**src/rtl/bubble_sequencer.sv**
```systemverilog
// In-place ascending unsigned bubble sort (with early exit) of scratch memory cells 0..len-1.
// The controller owns the memory port while busy and exposes a saturating swap counter.
module bubble_sequencer #(
    parameter int unsigned DATA_WIDTH    = 32,
    parameter int unsigned ADDRESS_WIDTH = 6
) (
    input  logic                   clk,
    input  logic                   rst,
    input  logic                   start,
    input  logic [ADDRESS_WIDTH:0] len,
    output logic                   busy,
    output logic                   done,
    output logic [15:0]            swap_count,
    output logic                   mem_we,
    output logic [ADDRESS_WIDTH:0] mem_addr,
    output logic [DATA_WIDTH-1:0]  mem_din,
    output logic                   mem_mode,
    input  logic [DATA_WIDTH-1:0]  mem_dout
);

    localparam int unsigned AW = ADDRESS_WIDTH + 1;
    localparam int unsigned CW = 16;

    typedef enum logic [2:0] {
        IDLE,
        RD_A,
        RD_B,
        CMP,
        WR_A,
        WR_B,
        DONE
    } state_t;

    state_t                state_q;
    logic [AW-1:0]         j_q;
    logic [AW-1:0]         limit_q;
    logic [AW-1:0]         len_q;
    logic [DATA_WIDTH-1:0] a_q;
    logic [DATA_WIDTH-1:0] b_q;
    logic                  swapped_q;
    logic [CW-1:0]         swap_count_q;
    logic                  busy_q;
    logic                  done_q;
    logic                  mem_we_q;
    logic [AW-1:0]         mem_addr_q;
    logic [DATA_WIDTH-1:0] mem_din_q;

    logic [AW-1:0] j_inc_c;
    logic          last_cmp_c;
    logic          swap_c;
    logic          advance_c;
    logic          finish_c;

    // Advance decision shared by the no-swap compare and the second write.
    always_comb begin
        j_inc_c    = j_q + AW'(1);
        last_cmp_c = (j_inc_c >= (limit_q - AW'(1)));
        swap_c     = (a_q > mem_dout);
        advance_c  = ((state_q == CMP) && !swap_c) || (state_q == WR_B);
        // A pass that just swapped (WR_B) can only finish when the unsorted window is 2.
        finish_c   = last_cmp_c &&
                     (((state_q == CMP) && !swapped_q) || (limit_q == AW'(2)));
    end

    always_ff @(posedge clk) begin
        if (rst) begin
            state_q      <= IDLE;
            j_q          <= '0;
            limit_q      <= '0;
            len_q        <= '0;
            a_q          <= '0;
            b_q          <= '0;
            swapped_q    <= 1'b0;
            swap_count_q <= '0;
            busy_q       <= 1'b0;
            done_q       <= 1'b0;
            mem_we_q     <= 1'b0;
            mem_addr_q   <= '0;
            mem_din_q    <= '0;
        end else begin
            done_q   <= 1'b0;
            mem_we_q <= 1'b0;

            case (state_q)
                IDLE: begin
                    if (start) begin
                        len_q        <= len;
                        swap_count_q <= '0;
                        if (len < AW'(2)) begin
                            state_q <= DONE;
                            done_q  <= 1'b1;
                            busy_q  <= 1'b0;
                        end else begin
                            limit_q    <= len;
                            j_q        <= '0;
                            swapped_q  <= 1'b0;
                            state_q    <= RD_A;
                            busy_q     <= 1'b1;
                            mem_addr_q <= '0;
                        end
                    end
                end
                RD_A: begin
                    state_q    <= RD_B;
                    mem_addr_q <= j_inc_c;
                end
                RD_B: begin
                    a_q     <= mem_dout;
                    state_q <= CMP;
                end
                CMP: begin
                    b_q <= mem_dout;
                    if (swap_c) begin
                        state_q    <= WR_A;
                        mem_we_q   <= 1'b1;
                        mem_addr_q <= j_q;
                        mem_din_q  <= mem_dout;
                    end
                end
                WR_A: begin
                    state_q    <= WR_B;
                    mem_we_q   <= 1'b1;
                    mem_addr_q <= j_inc_c;
                    mem_din_q  <= a_q;
                end
                WR_B: begin
                    swapped_q <= 1'b1;
                    if (swap_count_q != {CW{1'b1}}) begin
                        swap_count_q <= swap_count_q + CW'(1);
                    end
                end
                DONE: begin
                    state_q <= IDLE;
                end
                default: begin
                    state_q <= IDLE;
                    busy_q  <= 1'b0;
                end
            endcase

            // Next compare, next pass, or finish; overrides the per-state assignments above.
            if (advance_c) begin
                if (finish_c) begin
                    state_q    <= DONE;
                    done_q     <= 1'b1;
                    busy_q     <= 1'b0;
                    mem_addr_q <= '0;
                    mem_din_q  <= '0;
                end else if (last_cmp_c) begin
                    state_q    <= RD_A;
                    limit_q    <= limit_q - AW'(1);
                    j_q        <= '0;
                    swapped_q  <= 1'b0;
                    mem_addr_q <= '0;
                end else begin
                    state_q    <= RD_A;
                    j_q        <= j_inc_c;
                    mem_addr_q <= j_inc_c;
                end
            end
        end
    end

    // Structural invariants of the sort window and the swap write-back.
    a_window: assert property (@(posedge clk) disable iff (rst)
        busy_q |-> ((limit_q <= len_q) && (limit_q >= AW'(2))));
    a_swap_wr: assert property (@(posedge clk) disable iff (rst)
        (state_q == WR_A) |-> ((mem_din_q == b_q) && (a_q > b_q)));

    assign busy       = busy_q;
    assign done       = done_q;
    assign swap_count = swap_count_q;
    assign mem_we     = mem_we_q;
    assign mem_addr   = mem_addr_q;
    assign mem_din    = mem_din_q;
    assign mem_mode   = 1'b0;

endmodule

```
**config.mk**
```make
export PLATFORM = sky130hd
export DESIGN_NAME = bubble_sequencer
export DESIGN_NICKNAME = d
export VERILOG_FILES = /design/src/rtl/bubble_sequencer.sv
export SDC_FILE = /design/constraint.sdc
export NUM_CORES = 1
export LEC_CHECK = 0
export ABC_CLOCK_PERIOD_IN_PS = 8800
export CORE_ASPECT_RATIO = 1.1
export CORE_MARGIN = 2
export CORE_UTILIZATION = 51
export DETAILED_ROUTE_END_ITERATION = 8
export DONT_BUFFER_PORTS = 1
export PLACE_DENSITY_LB_ADDON = 0.25
export SLEW_MARGIN = 10
export SYNTH_ARGS = -nofsm -noshare
export SYNTH_HDL_FRONTEND = slang
export SYNTH_SLANG_ARGS = --single-unit
```
**constraint.sdc**
```tcl
create_clock -name clk -period 8.8 [get_ports clk]
set_clock_uncertainty 0.15 [all_clocks]
set_input_delay 1.76 -clock clk [delete_from_list [all_inputs] [get_ports clk]]
set_output_delay 1.76 -clock clk [all_outputs]
set_load 0.005 [all_outputs]
```
==> results.json <==
{
  "fmax_mhz": 222.7,
  "syn_avg_cell_area_um2": 8.122,
  "holdWs_ns": 0.3244,
  "post_cts_buffers": 0,
  "place.gp.congestion": 0.8970,
  "syn_nets": 769,
  "grt_pass1_wl_um": 21830,
  "num_io_pins": 101,
  "cts.sinks": 108,
  "final_area_um2": 5907,
  "rows": 39,
  "synth_flop_cell": "dfxtp_1",
  "cts.hold.buffers_added": 0,
  "vias_per_cell": 5.815,
  "firstDrtPassIters": 4,
  "setup_violations": 0,
  "cts_tree": "done",
  "end_kind": "flop",
  "antenna_cells": 0,
  "reg2reg_from": "a_q[15]$_SDFFE_PP0P_",
  "post-route-period-util": 0.5103,
  "rsz0062_at_grt": "false",
  "die_area_um2": 11740,
  "tns_ns": 0,
  "synth_top_cell_area_share": 0.3892,
  "yosysSeqAreaShare": 0.3892,
  "antenna_left": 0,
  "multi_input_area_um2": 3068,
  "wl_um": 13060,
  "slew_headroom": 0.1910,
  "p_leak_nw": 2.323,
  "path_clk_slew_ns": 0.07,
  "layoutNonFillerInstCount": 811,
  "synthTopCellsByArea": "dfxtp_1, ha_1, a21oi_1",
  "post_cts_resize_count": 0,
  "post-route-drc-count": 0,
  "hold_depth": 2,
  "syn_area_um2": 5555,
  "antenna_found_initial": 0,
  "critPathLaunch": "mem_dout[31]",
  "grt_overflow_total": 0,
  "async_flop_share": 0,
  "seq_area_um2": 2162,
  "peakVddDrop_mv": 0.09143,
  "synth.distinct_cells": 55,
  "initialDrtViolationCount": 213,
  "start_util": 0.5295,
  "min_from": "a_q[3]$_SDFFE_PP0P_",
  "synth_edf_count": 0,
  "place_area_um2": 5597,
  "netlist_instances": 684,
  "clk_path_buf_depth": 2,
  "ys_ff_latch": 108,
  "core_um2": 10490,
  "cts_root_buf": "clkbuf_16",
  "wl_per_cell_um": 16.11,
  "clkLatencyLatePin_ns": 0.36,
  "grt_usage": 0.2272,
  "layout.nets": 748,
  "path_cells": "inv_1, ha_1, nand4_2, nor4_2, nand2b_1, a31oi_2, o21ba_2, nor2_2, buf_4, nand2_1, a21oi_1",
  "max_stage_delay_ns": 0.81,
  "dp_hpwl_um": 9182,
  "power_mw": 1.050,
  "worst_ep_required_time_ns": 8.88,
  "ys.warnings.count": 0,
  "maxCapViolations": 0,
  "path_max_fanout": 40,
  "die_w_um": 103.5,
  "placed_cells": 795,
  "r2r_cells": 10,
  "io_buffers": 0,
  "first_global_vias": 4520,
  "numCtsBuffers": 9,
  "grt_max_degree": 57,
  "cp_data_arrival_time_ns": 4.57,
  "finalHoldViolCount": 0,
  "startpoint_type": "input pin",
  "hold_path.class": "flop to flop",
  "layout-drive-gt1-share": 0.05389,
  "crit_slowest_cell": "o21ba_2",
  "powerDensity_nw_per_um2": 177.7,
  "worst_slew_pin_slew_ns": 1.211,
  "maxSlewViolCount": 0,
  "synth_area_leader_cell": "dfxtp_1",
  "n_fill_cell": 996,
  "htreeDepth": 3,
  "finalCriticalPeriod_ns": 4.491,
  "area_delta_synth_final_pct": 6.329,
  "die_h_um": 113.5,
  "vias": 4716,
  "critical_path_class": "input pin to flop",
  "status": "complete, no violations"
}
[synth_stat cells, types with 10 or more instances]
library cell	instances
clkbuf_1	22
a22oi_1	38
nand3_1	15
nor3_1	13
xnor2_1	11
dfxtp_1	108
ha_1	43
inv_1	40
nand2_1	124
o21ai_0	10
a21oi_1	93
nor2_1	43
[registers in the layout, summed over array words and instances, names as in the netlist]
register and count:
mem_din 32, a_q 32, swapped_q 1, busy 1, swap_count 16, mem_we 1
j_q 7, mem_addr 7, state_q 3, limit_q 7, done 1
[through the flow]
step	setup WS, ns	util
2_1_floorplan	4.794	-
3_3_place_gp	3.994	0.5335
3_5_place_dp	3.921	0.5335
4_1_cts	4.287	0.5630
5_1_grt	4.005	0.5630
6_report	4.309	0.5630
[cell type report]
| class | instances | area share |
|---|---|---|
| Clock buffer | 10 | 0.04046 |
| Timing Repair Buffer | 5 | 0.006355 |
| Multi-Input combinational cell | 499 | 0.5194 |
| Clock inverter | 6 | 0.01207 |
| Tap cell | 143 | 0.03029 |
| Sequential cell | 108 | 0.3660 |
| Inverter | 40 | 0.02542 |
[layout by cell type (no fill, tap or decap), types with 10 or more instances in the layout]
master,Yosys,final
nand2_1,124,124
ha_1,43,43
o21ai_0,10,10
nand3_1,15,15
nor3_1,13,13
dfxtp_1,108,108
nor2_1,43,43
xnor2_1,11,11
a22oi_1,38,38
a21oi_1,93,93
inv_1,40,40
[where the power goes]
part | internal (mW) | total [mW] | switching [mW]
logic | 0.0438 | 0.111 | 0.0668
registers | 0.503 | 0.519 | 0.0152
clock network | 0.230 | 0.421 | 0.190
total | 0.778 | 1.05 | 0.272
[metal layers]
layer | GRT usage | wire length [um]
met3 | 0.06057 | 948
met5 | 0 | 0
met1 | 0.2738 | 5577
met4 | 0.09459 | 294
met2 | 0.3876 | 6243
[worst paths after layout]
kind | end | slack [ns]
max reg2reg | mem_din[13]$_SDFF_PP0_ | 5.39
min reg2reg | a_q[3]$_SDFFE_PP0P_ | 0.32
min | a_q[3]$_SDFFE_PP0P_ | 0.32
max | mem_din[13]$_SDFF_PP0_ | 4.31
[cell families (layout without fill, tap and decap cells)]
group,Yosys count,in the layout,share of synthesized area
adders and majority gates,43,43,0.09685
AOI/OAI and AO/OA,180,180,0.2068
other,1,1,0.0006750
muxes,8,8,0.01554
xor gates and xnor gates,20,20,0.03153
buffers and inverters,77,61,0.05856
DFF,108,108,0.3892
and+or+nand+nor,247,247,0.2009
[worst max-delay path: cells and delay by family]
| kind | cells | cell delay, ns |
|---|---|---|
| AOI/OAI and AO/OA | 3 | 1.13 |
| adders and majority gates | 1 | 0.31 |
| buffers and inverters | 2 | 0.33 |
| and+or+nand+nor | 5 | 1.03 |
Power figures use the tool's default switching activity.
